<file path="src/rtl/rfblackwidow_mem_req_drain_if.sv">
// Request record type plus the queue/bus/response bundle of the memory request drain.
// master = drain side, slave = environment (queue, bus fabric, response consumer).
package rfblackwidow_mem_req_pkg;
    localparam logic [3:0] MR_LOAD  = 4'h0;
    localparam logic [3:0] MR_LOADZ = 4'h1;
    localparam logic [3:0] MR_STORE = 4'h2;

    localparam logic [2:0] SZ_BYT   = 3'd0;
    localparam logic [2:0] SZ_WYDE  = 3'd1;
    localparam logic [2:0] SZ_TETRA = 3'd2;
    localparam logic [2:0] SZ_OCTA  = 3'd3;
    localparam logic [2:0] SZ_HEXI  = 3'd4;

    typedef struct packed {
        logic [7:0]   tid;
        logic [3:0]   func;
        logic [2:0]   size;
        logic [63:0]  adr;
        logic [127:0] dat;
    } MemoryRequest;
endpackage

interface rfblackwidow_mem_req_drain_if #(parameter int AWID = 32);
    import rfblackwidow_mem_req_pkg::*;

    MemoryRequest      req_i;
    logic              req_valid_i;
    logic              req_rd_o;
    logic              cyc_o;
    logic              stb_o;
    logic              we_o;
    logic [15:0]       sel_o;
    logic [AWID-1:0]   adr_o;
    logic [127:0]      dat_o;
    logic              ack_i;
    logic              err_i;
    logic [127:0]      dat_i;
    MemoryRequest      resp_o;
    logic              resp_valid_o;
    logic              resp_ready_i;
    logic              resp_err_o;
    logic              busy_o;

    modport master (
        input  req_i, req_valid_i, ack_i, err_i, dat_i, resp_ready_i,
        output req_rd_o, cyc_o, stb_o, we_o, sel_o, adr_o, dat_o,
               resp_o, resp_valid_o, resp_err_o, busy_o
    );

    modport slave (
        output req_i, req_valid_i, ack_i, err_i, dat_i, resp_ready_i,
        input  req_rd_o, cyc_o, stb_o, we_o, sel_o, adr_o, dat_o,
               resp_o, resp_valid_o, resp_err_o, busy_o
    );
endinterface

</file>
<file path="src/rtl/rfblackwidow_mem_req_drain.sv">
// Pops one memory request at a time, runs a single bus cycle for it and presents the response.
// Latency: pop clock + one clock per bus wait + response clock (3 minimum); optional RFBW_MEM_REQ_DRAIN_TIMEOUT_EN bus timeout.
// Backpressure: no pop while busy; response held until resp_ready_i, bus held until ack_i/err_i.
module rfblackwidow_mem_req_drain
    import rfblackwidow_mem_req_pkg::*;
#(
    parameter int AWID = 32,
    parameter int TOUT = 16
) (
    input logic                          clk,
    input logic                          rst,
    rfblackwidow_mem_req_drain_if.master bus
);

    localparam logic [1:0] S_IDLE = 2'd0;
    localparam logic [1:0] S_BUS  = 2'd1;
    localparam logic [1:0] S_RESP = 2'd2;

    if (TOUT < 1 || TOUT > 255 || AWID < 5 || AWID > 64) begin : g_bad_param
        $error("rfblackwidow_mem_req_drain: TOUT must be 1..255 and AWID 5..64");
    end

    function automatic logic [15:0] f_lanes(input logic [2:0] sz);
        case (sz)
            SZ_BYT:   f_lanes = 16'h0001;
            SZ_WYDE:  f_lanes = 16'h0003;
            SZ_TETRA: f_lanes = 16'h000F;
            SZ_OCTA:  f_lanes = 16'h00FF;
            SZ_HEXI:  f_lanes = 16'hFFFF;
            default:  f_lanes = 16'h00FF;
        endcase
    endfunction

    logic [1:0]       r_state;
    MemoryRequest     r_resp;
    logic             r_err;
    logic             r_cyc;
    logic             r_we;
    logic [15:0]      r_sel;
    logic [AWID-1:0]  r_adr;
    logic [127:0]     r_dat;

    logic             w_func_ok;
    logic             w_tout;
    logic [15:0]      w_ld_lanes;
    logic [127:0]     w_ld_raw;
    logic [127:0]     w_ld_mask;
    logic             w_ld_sign;
    logic [127:0]     w_ld_dat;

    assign w_func_ok = (bus.req_i.func == MR_LOAD) || (bus.req_i.func == MR_LOADZ) ||
                       (bus.req_i.func == MR_STORE);

    // Load alignment: bring the addressed lane down to byte 0, keep only the access size.
    always_comb begin
        w_ld_mask  = '0;
        w_ld_lanes = f_lanes(r_resp.size);
        w_ld_raw   = bus.dat_i >> {r_resp.adr[3:0], 3'b000};
        for (int i = 0; i < 16; i++) begin
            w_ld_mask[i*8 +: 8] = {8{w_ld_lanes[i]}};
        end
        case (r_resp.size)
            SZ_BYT:   w_ld_sign = w_ld_raw[7];
            SZ_WYDE:  w_ld_sign = w_ld_raw[15];
            SZ_TETRA: w_ld_sign = w_ld_raw[31];
            SZ_HEXI:  w_ld_sign = w_ld_raw[127];
            default:  w_ld_sign = w_ld_raw[63];
        endcase
        w_ld_dat = w_ld_raw & w_ld_mask;
        if (r_resp.func == MR_LOAD && w_ld_sign) begin
            w_ld_dat = w_ld_dat | ~w_ld_mask;
        end
    end

`ifdef RFBW_MEM_REQ_DRAIN_TIMEOUT_EN
    logic [7:0] r_tcnt;

    always_ff @(posedge clk or negedge rst) begin
        if (!rst) begin
            r_tcnt <= 8'd0;
        end else if (r_state == S_IDLE) begin
            r_tcnt <= 8'd0;
        end else if (r_state == S_BUS && !bus.ack_i && !bus.err_i) begin
            r_tcnt <= r_tcnt + 8'd1;
        end
    end

    // Fires in the TOUT-th bus clock; an ack in that same clock still completes cleanly.
    assign w_tout = (r_state == S_BUS) && (r_tcnt == 8'(TOUT - 1));
`else
    assign w_tout = 1'b0;
`endif

    always_ff @(posedge clk or negedge rst) begin
        if (!rst) begin
            r_state <= S_IDLE;
            r_resp  <= '0;
            r_err   <= 1'b0;
            r_cyc   <= 1'b0;
            r_we    <= 1'b0;
            r_sel   <= 16'h0;
            r_adr   <= '0;
            r_dat   <= '0;
        end else begin
            case (r_state)
                S_IDLE: begin
                    if (bus.req_valid_i) begin
                        r_resp <= bus.req_i;
                        if (w_func_ok) begin
                            r_state <= S_BUS;
                            r_err   <= 1'b0;
                            r_cyc   <= 1'b1;
                            r_we    <= (bus.req_i.func == MR_STORE);
                            r_sel   <= f_lanes(bus.req_i.size) << bus.req_i.adr[3:0];
                            r_adr   <= {bus.req_i.adr[AWID-1:4], 4'h0};
                            r_dat   <= bus.req_i.dat << {bus.req_i.adr[3:0], 3'b000};
                        end else begin
                            r_state <= S_RESP;
                            r_err   <= 1'b1;
                        end
                    end
                end
                S_BUS: begin
                    if (bus.ack_i || bus.err_i || w_tout) begin
                        r_state <= S_RESP;
                        r_cyc   <= 1'b0;
                        r_we    <= 1'b0;
                        r_sel   <= 16'h0;
                        r_err   <= bus.err_i || (!bus.ack_i && w_tout);
                        if (bus.ack_i && !bus.err_i && !r_we) begin
                            r_resp.dat <= w_ld_dat;
                        end
                    end
                end
                S_RESP: begin
                    if (bus.resp_ready_i) begin
                        r_state <= S_IDLE;
                        r_err   <= 1'b0;
                    end
                end
                default: r_state <= S_IDLE;
            endcase
        end
    end

    // Pop is qualified by rst so a valid queue head cannot strobe while reset is held.
    assign bus.req_rd_o     = rst && (r_state == S_IDLE) && bus.req_valid_i;
    assign bus.cyc_o        = r_cyc;
    assign bus.stb_o        = r_cyc;
    assign bus.we_o         = r_we;
    assign bus.sel_o        = r_sel;
    assign bus.adr_o        = r_adr;
    assign bus.dat_o        = r_dat;
    assign bus.resp_o       = r_resp;
    assign bus.resp_valid_o = (r_state == S_RESP);
    assign bus.resp_err_o   = r_err;
    assign bus.busy_o       = (r_state != S_IDLE);

endmodule

</file>
<file path="src/flat_wrapper.sv">
// flat-port wrapper written by rule: the top's interface ports become plain ports
module rfblackwidow_mem_req_drain_flat import rfblackwidow_mem_req_pkg::*;
#(
    parameter int AWID = 32,
    parameter int TOUT = 16
)
  (clk, rst, bus_req_i, bus_req_valid_i, bus_ack_i, bus_err_i, bus_dat_i, bus_resp_ready_i, bus_req_rd_o, bus_cyc_o, bus_stb_o, bus_we_o, bus_sel_o, bus_adr_o, bus_dat_o, bus_resp_o, bus_resp_valid_o, bus_resp_err_o, bus_busy_o);
  rfblackwidow_mem_req_drain_if #(.AWID(AWID)) bus_i ();
  input logic clk;
  input logic rst;
  input wire logic [$bits(bus_i.req_i)-1:0] bus_req_i;
  input wire logic [$bits(bus_i.req_valid_i)-1:0] bus_req_valid_i;
  input wire logic [$bits(bus_i.ack_i)-1:0] bus_ack_i;
  input wire logic [$bits(bus_i.err_i)-1:0] bus_err_i;
  input wire logic [$bits(bus_i.dat_i)-1:0] bus_dat_i;
  input wire logic [$bits(bus_i.resp_ready_i)-1:0] bus_resp_ready_i;
  output wire logic [$bits(bus_i.req_rd_o)-1:0] bus_req_rd_o;
  output wire logic [$bits(bus_i.cyc_o)-1:0] bus_cyc_o;
  output wire logic [$bits(bus_i.stb_o)-1:0] bus_stb_o;
  output wire logic [$bits(bus_i.we_o)-1:0] bus_we_o;
  output wire logic [$bits(bus_i.sel_o)-1:0] bus_sel_o;
  output wire logic [$bits(bus_i.adr_o)-1:0] bus_adr_o;
  output wire logic [$bits(bus_i.dat_o)-1:0] bus_dat_o;
  output wire logic [$bits(bus_i.resp_o)-1:0] bus_resp_o;
  output wire logic [$bits(bus_i.resp_valid_o)-1:0] bus_resp_valid_o;
  output wire logic [$bits(bus_i.resp_err_o)-1:0] bus_resp_err_o;
  output wire logic [$bits(bus_i.busy_o)-1:0] bus_busy_o;
  assign bus_i.req_i = bus_req_i;
  assign bus_i.req_valid_i = bus_req_valid_i;
  assign bus_i.ack_i = bus_ack_i;
  assign bus_i.err_i = bus_err_i;
  assign bus_i.dat_i = bus_dat_i;
  assign bus_i.resp_ready_i = bus_resp_ready_i;
  assign bus_req_rd_o = bus_i.req_rd_o;
  assign bus_cyc_o = bus_i.cyc_o;
  assign bus_stb_o = bus_i.stb_o;
  assign bus_we_o = bus_i.we_o;
  assign bus_sel_o = bus_i.sel_o;
  assign bus_adr_o = bus_i.adr_o;
  assign bus_dat_o = bus_i.dat_o;
  assign bus_resp_o = bus_i.resp_o;
  assign bus_resp_valid_o = bus_i.resp_valid_o;
  assign bus_resp_err_o = bus_i.resp_err_o;
  assign bus_busy_o = bus_i.busy_o;
  rfblackwidow_mem_req_drain #(.AWID(AWID), .TOUT(TOUT)) u_core (.clk(clk), .rst(rst), .bus(bus_i));
endmodule
</file>
<file path="config.mk">
export PLATFORM = sky130hd
export DESIGN_NAME = rfblackwidow_mem_req_drain_flat
export DESIGN_NICKNAME = d
export VERILOG_FILES = /design/src/rtl/rfblackwidow_mem_req_drain_if.sv /design/src/rtl/rfblackwidow_mem_req_drain.sv /design/src/flat_wrapper.sv
export SDC_FILE = /design/constraint.sdc
export NUM_CORES = 1
export LEC_CHECK = 0
export CAP_MARGIN = 20
export CELL_PAD_IN_SITES_DETAIL_PLACEMENT = 1
export CELL_PAD_IN_SITES_GLOBAL_PLACEMENT = 1
export CORE_ASPECT_RATIO = 0.7
export CORE_UTILIZATION = 35
export CTS_CLUSTER_SIZE = 10
export DETAILED_ROUTE_END_ITERATION = 8
export PLACE_DENSITY_LB_ADDON = 0.1
export SYNTH_ARGS = -nofsm -noshare
export SYNTH_HDL_FRONTEND = slang
export SYNTH_SLANG_ARGS = --single-unit
export TNS_END_PERCENT = 100
</file>
<file path="constraint.sdc">
create_clock -name clk -period 3.45 [get_ports clk]
set_clock_uncertainty 0.1 [all_clocks]
set_input_delay 0.69 -clock clk [delete_from_list [all_inputs] [get_ports clk]]
set_output_delay 0.69 -clock clk [all_outputs]
set_load 0.1 [all_outputs]
</file>
==> results.ini, run 1 <==
[sta]
rsz0062_at_grt=no
max_freq_mhz=304
finalSetupViolCount=0
setup_tns_ps=0
fin_crit_sh=0.955
worst_slack_ps=156
slew_headroom=0.284
slew_violations=0
hold_violations=0
worst_pin_slew_ps=1060
period_needed_ps=3290

[die]
io_pins=731
core_um2=70500
dieArea_um2=73100
start_util=0.357
die_y_um=227
die_w_um=323
row_count=81

[critical_path]
end_kind=register
crit_path_start_kind=register
r2r_cells=7
worst-r2r-setup-slack_ps=160
critical_path.max_stage_delay_ps=760
arrival_ps=3610
crit_chain=mux4_2 > a31o_2 > a21oi_1 > buf_4 > nor4b_4 > nor2_2 > o311ai_0
crit_slowest_cell=nor2_2
critical_path_class=reg2reg
cp.required_ps=3770
crit_start=u_core.bus.resp_o[129]
r2r-end=u_core.bus.resp_o[11]
crit_fanout=24
rr_startpoint=u_core.bus.resp_o[129]

[drt]
antenna_left=0
drt_wl_total_mm=151
drt_iter0_drc=3257
drc_errors=0
drt_pass1_iterations=5
routed-via-count=27100
routedWlPerCell_um=34.6
via_per_inst=6.21

[cts]
cts_tree=done
clk_pin_slew_ps=60
clock-sinks=384
post_cts_buffers=0
cts_root_buf=clkbuf_16
clock_latency_ps=620
cts_buffers=46
clock_path_buffers=3
htreeDepth=2
cts_resized=0
postCtsHoldBufs=0

[global_route]
grt_max_degree=111
antenna_found_initial=32
grt_pass1_wl_mm=209
grt_pass1_vias=27100
grtUsageTotal=0.404
grt_overflow=0

[final_layout]
nets=3726
syn_to_final_growth_pct=39.5
fillers=7929
drive_gt1_frac=0.286

[yosys]
yosysMostFrequentCell=nand2_1
ys_seq_elements=384
seq_area_frac_synth=0.381
ys.flop_type=dfrtp_1
synth_top_area_frac=0.381
synth_area_um2=25200
ys_top_cells_by_area=dfrtp_1, mux2i_1, mux4_2, mux2_2, nand2_1
yosys.area.top_type=dfrtp_1
synthCells=2632
synthTopCellsByCount=nand2_1, dfrtp_1, o21ai_0, mux2i_1, mux2_2
async_flop_share=1.00
ys_types=70
yosys_warnings=0
avgSynthCellArea_um2=9.58
synth-edff-count=0

[outcome]
status=completed

[worst_hold_path]
hold_class=in2async

[placed_design]
detailed_place_hpwl_mm=123
port_buffers=726
gp_congestion=0.998
post-place-ws_ps=-176

[run]
max_cap_viol_count=0

[layer usage]
| layer | routed length (um) | share of wire | vias up | GRT usage |
|---|---|---|---|---|
| li1 | - | - | 11300 | - |
| met1 | 63800 | 0.42 | 13900 | 0.567 |
| met2 | 64300 | 0.43 | 1625 | 0.591 |
| met3 | 17500 | 0.12 | 252 | 0.126 |
| met4 | 4820 | 0.032 | 40 | 0.123 |
| met5 | 276 | 0.0018 | - | 0 |
[worst max-delay path: cells and delay by family, from the launching register on]
kind,cells,cell delay [ps]
and+or+nand+nor,2,810
DFF,1,680
AOI/OAI and AO/OA,3,740
muxes,1,580
buffers and inverters,1,160
[layout by cell type, fill, tap and decap left out, types with 7 or more instances in the layout]
| master | count |
|---|---|
| nor2b_1 | 14 |
| mux4_2 | 92 |
| a221o_1 | 8 |
| o41ai_2 | 8 |
| a221oi_1 | 15 |
| a21oi_1 | 121 |
| clkdlybuf4s50_1 | 335 |
| a311oi_1 | 8 |
| nand4b_1 | 7 |
| a211o_1 | 14 |
| nor2_1 | 118 |
| buf_4 | 582 |
| a32oi_1 | 8 |
| a21o_1 | 7 |
| o22a_1 | 21 |
| nand3b_1 | 19 |
| diode_2 | 8 |
| a22oi_1 | 59 |
| buf_12 | 32 |
| o21ai_0 | 295 |
| and2_1 | 21 |
| nand2b_1 | 21 |
| or3_1 | 10 |
| a22o_1 | 53 |
| nor3_1 | 14 |
| mux2_2 | 171 |
| a31oi_1 | 16 |
| o211ai_1 | 40 |
| mux2i_1 | 232 |
| a211oi_1 | 11 |
| inv_1 | 9 |
| clkbuf_16 | 46 |
| o22ai_1 | 41 |
| dfrtp_1 | 380 |
| nand2_1 | 416 |
| and3_1 | 13 |
| nand3_1 | 34 |
| o2bb2ai_1 | 15 |
[final cells by class]
| cell class | instances | area [um2] | share of cell area |
|---|---|---|---|
| antenna | 8 | 20.0 | 0.000569 |
| inverter | 12 | 45.0 | 0.00128 |
| clock buffer | 56 | 1230 | 0.0349 |
| tap | 954 | 1190 | 0.0339 |
| clock inverter | 6 | 100 | 0.00285 |
| multi-input combinational | 1985 | 14600 | 0.414 |
| timing repair buffer | 953 | 8400 | 0.239 |
| sequential | 384 | 9620 | 0.274 |
[sequential cells by signal, indices dropped and copies added, names as in the netlist]
name	count
u_core.bus.resp_o	207
u_core.bus.dat_o	128
u_core.bus.adr_o	28
u_core.bus.sel_o	16
u_core.r_state	2
u_core.bus.cyc_o	1
u_core.bus.resp_err_o	1
u_core.bus.we_o	1
[kinds of logic (layout without fill, tap and decap cells)]
group | Yosys count | in the layout | share of synthesized area
compound gates | 778 | 778 | 0.200
simple gates | 705 | 705 | 0.123
mux | 495 | 495 | 0.251
flops | 384 | 384 | 0.381
buf+inv | 266 | 1027 | 0.0443
fa+ha+maj | 3 | 3 | 0.00149
other cells | 1 | 12 | 0.000149
[metrics by stage]
| step | hold slack [ps] | utilization | cell area (um2) | cells |
|---|---|---|---|---|
| after floorplan | 294 | - | 25200 | 2635 |
| after global placement | 370 | 0.480 | 33800 | 4288 |
| after detailed placement | 367 | 0.480 | 33800 | 4288 |
| after CTS | 71.1 | 0.498 | 35200 | 4350 |
| after global routing | 80.8 | 0.498 | 35200 | 4351 |
| final | 71.4 | 0.499 | 35200 | 4358 |
[worst max path at each step]
stage,cells after the start,to,slack (ps)
2_1_floorplan,10,u_core.bus.resp_o[71],190
3_3_place_gp,8,u_core.bus.resp_o[10],-40
3_5_place_dp,7,u_core.bus.resp_o[13],-180
4_1_cts,7,u_core.bus.resp_o[13],180
5_1_grt,7,u_core.bus.resp_o[13],20
6_report,7,u_core.bus.resp_o[11],160
Power of run 1 is left out: the tool's default activity adds up to more than one toggle a clock period on the data nets, which glitch-free logic cannot reach.
==> run 2: changes to the inputs <==
--- a/config.mk
+++ b/config.mk
@@ -10,6 +10,7 @@
 export CELL_PAD_IN_SITES_GLOBAL_PLACEMENT = 1
 export CORE_ASPECT_RATIO = 0.7
 export CORE_UTILIZATION = 35
+export CTS_CLUSTER_DIAMETER = 120
 export CTS_CLUSTER_SIZE = 10
 export DETAILED_ROUTE_END_ITERATION = 8
 export PLACE_DENSITY_LB_ADDON = 0.1
==> results.ini, run 2 (synthesis results as in run 1) <==
[outcome]
status=completed

[drt]
dr_wl_met2_mm=64.4
antenna_left=0
drt_pass1_iterations=7
top_layer=met5
routedWlPerCell_um=34.7
routed-via-count=27000
drt_iter0_drc=3280
drt_wl_total_mm=151
met3_wirelength_mm=17.6
via_per_inst=6.21
drc_errors=0
wl_met1_mm=64.2

[critical_path]
r2r_cells=7
rr_startpoint=u_core.bus.resp_o[129]
end_kind=register
cp.required_ps=3770
crit_path_start_kind=register
worst-r2r-setup-slack_ps=170
r2r-end=u_core.bus.resp_o[13]
crit_fanout=24
critical_path_class=reg2reg
arrival_ps=3600

[die]
dieArea_um2=73100
die_w_um=323
io_pins=731
core_um2=70500
start_util=0.357
row_count=81
die_y_um=227

[sta]
fin_crit_sh=0.950
slew_violations=0
finalSetupViolCount=0
hold_violations=0
max_freq_mhz=305
worst_pin_slew_ps=998
slew_headroom=0.332
period_needed_ps=3280
rsz0062_at_grt=no

[cts]
cts_tree=done
postCtsHoldBufs=0
cts_resized=0
clock_latency_ps=610
cts_buffers=45
clock-sinks=384
clk_pin_slew_ps=70
post_cts_buffers=0
clock_path_buffers=3
htreeDepth=2
cts_root_buf=clkbuf_16

[run]
max_cap_viol_count=0

[placed_design]
gp_congestion=0.998
port_buffers=726
detailed_place_hpwl_mm=123
dp.cells=4288

[final_layout]
largest_register_ff_count=207
drive_gt1_frac=0.285
fillers=7912
final_common_cell=buf_4
final_util=0.497
finalNonFillerCells=4347
multi_input_area_um2=14600
syn_to_final_growth_pct=39.2
layout_common_cells=buf_4, nand2_1, dfrtp_1
seqCellArea_um2=9620
nets=3725

[global_route]
grt_overflow=0
grt_pass1_wl_mm=209
grtUsageTotal=0.404
antenna_found_initial=26
grt_max_degree=111
grt_pass1_vias=27100

[worst_hold_path]
hold_class=in2async

==> run 2: layer usage <==
layer / global-route usage / vias to the layer above
met3: 0.128 / 243
li1: - / 11200
met2: 0.592 / 1602
met4: 0.117 / 24
met1: 0.567 / 13900
met5: 0 / -
==> run 2: final cells by class <==
| cell class | count | share of cell area |
|---|---|---|
| clock buffers | 47 | 0.0323 |
| multi-input cells | 1985 | 0.415 |
| repair buffers | 953 | 0.239 |
| diodes | 6 | 0.000428 |
| clock inverters | 6 | 0.00324 |
| flip-flops and latches | 384 | 0.274 |
| inverters | 12 | 0.00128 |
| well taps | 954 | 0.0340 |
==> run 2: critical path, cell delays in order (launching register included) <==
cell	delay [ps]
dfrtp_4	690
mux4_2	580
a31o_2	260
a21oi_1	150
buf_4	160
nor4b_4	50
nor2_2	760
o311ai_0	310
==> run 2: metrics by stage <==
step / TNS [ps] / cell area [um2] / hold WS (ps) / setup slack (ps)
after floorplan: 0 / 25200 / 294 / 190
after global placement: -239 / 33800 / 370 / -42.7
after detailed placement: -1050 / 33800 / 367 / -176
after CTS: 0 / 35100 / 79.5 / 175
after global routing: 0 / 35100 / 92.4 / 22.3
final: 0 / 35100 / 92.0 / 173
==> run 2: how the worst max path moves through the flow <==
| stage | from | endpoint | slack, ps |
|---|---|---|---|
| final | u_core.bus.resp_o[129] | u_core.bus.resp_o[13] | 170 |
| after global placement | bus_dat_i[95] | u_core.bus.resp_o[10] | -40 |
| after global routing | u_core.bus.resp_o[129] | u_core.bus.resp_o[13] | 20 |
| after CTS | u_core.bus.resp_o[129] | u_core.bus.resp_o[13] | 170 |
| after detailed placement | bus_dat_i[103] | u_core.bus.resp_o[13] | -180 |
| after floorplan | u_core.bus.resp_o[129] | u_core.bus.resp_o[71] | 190 |
Power of run 2 is left out for the same reason.
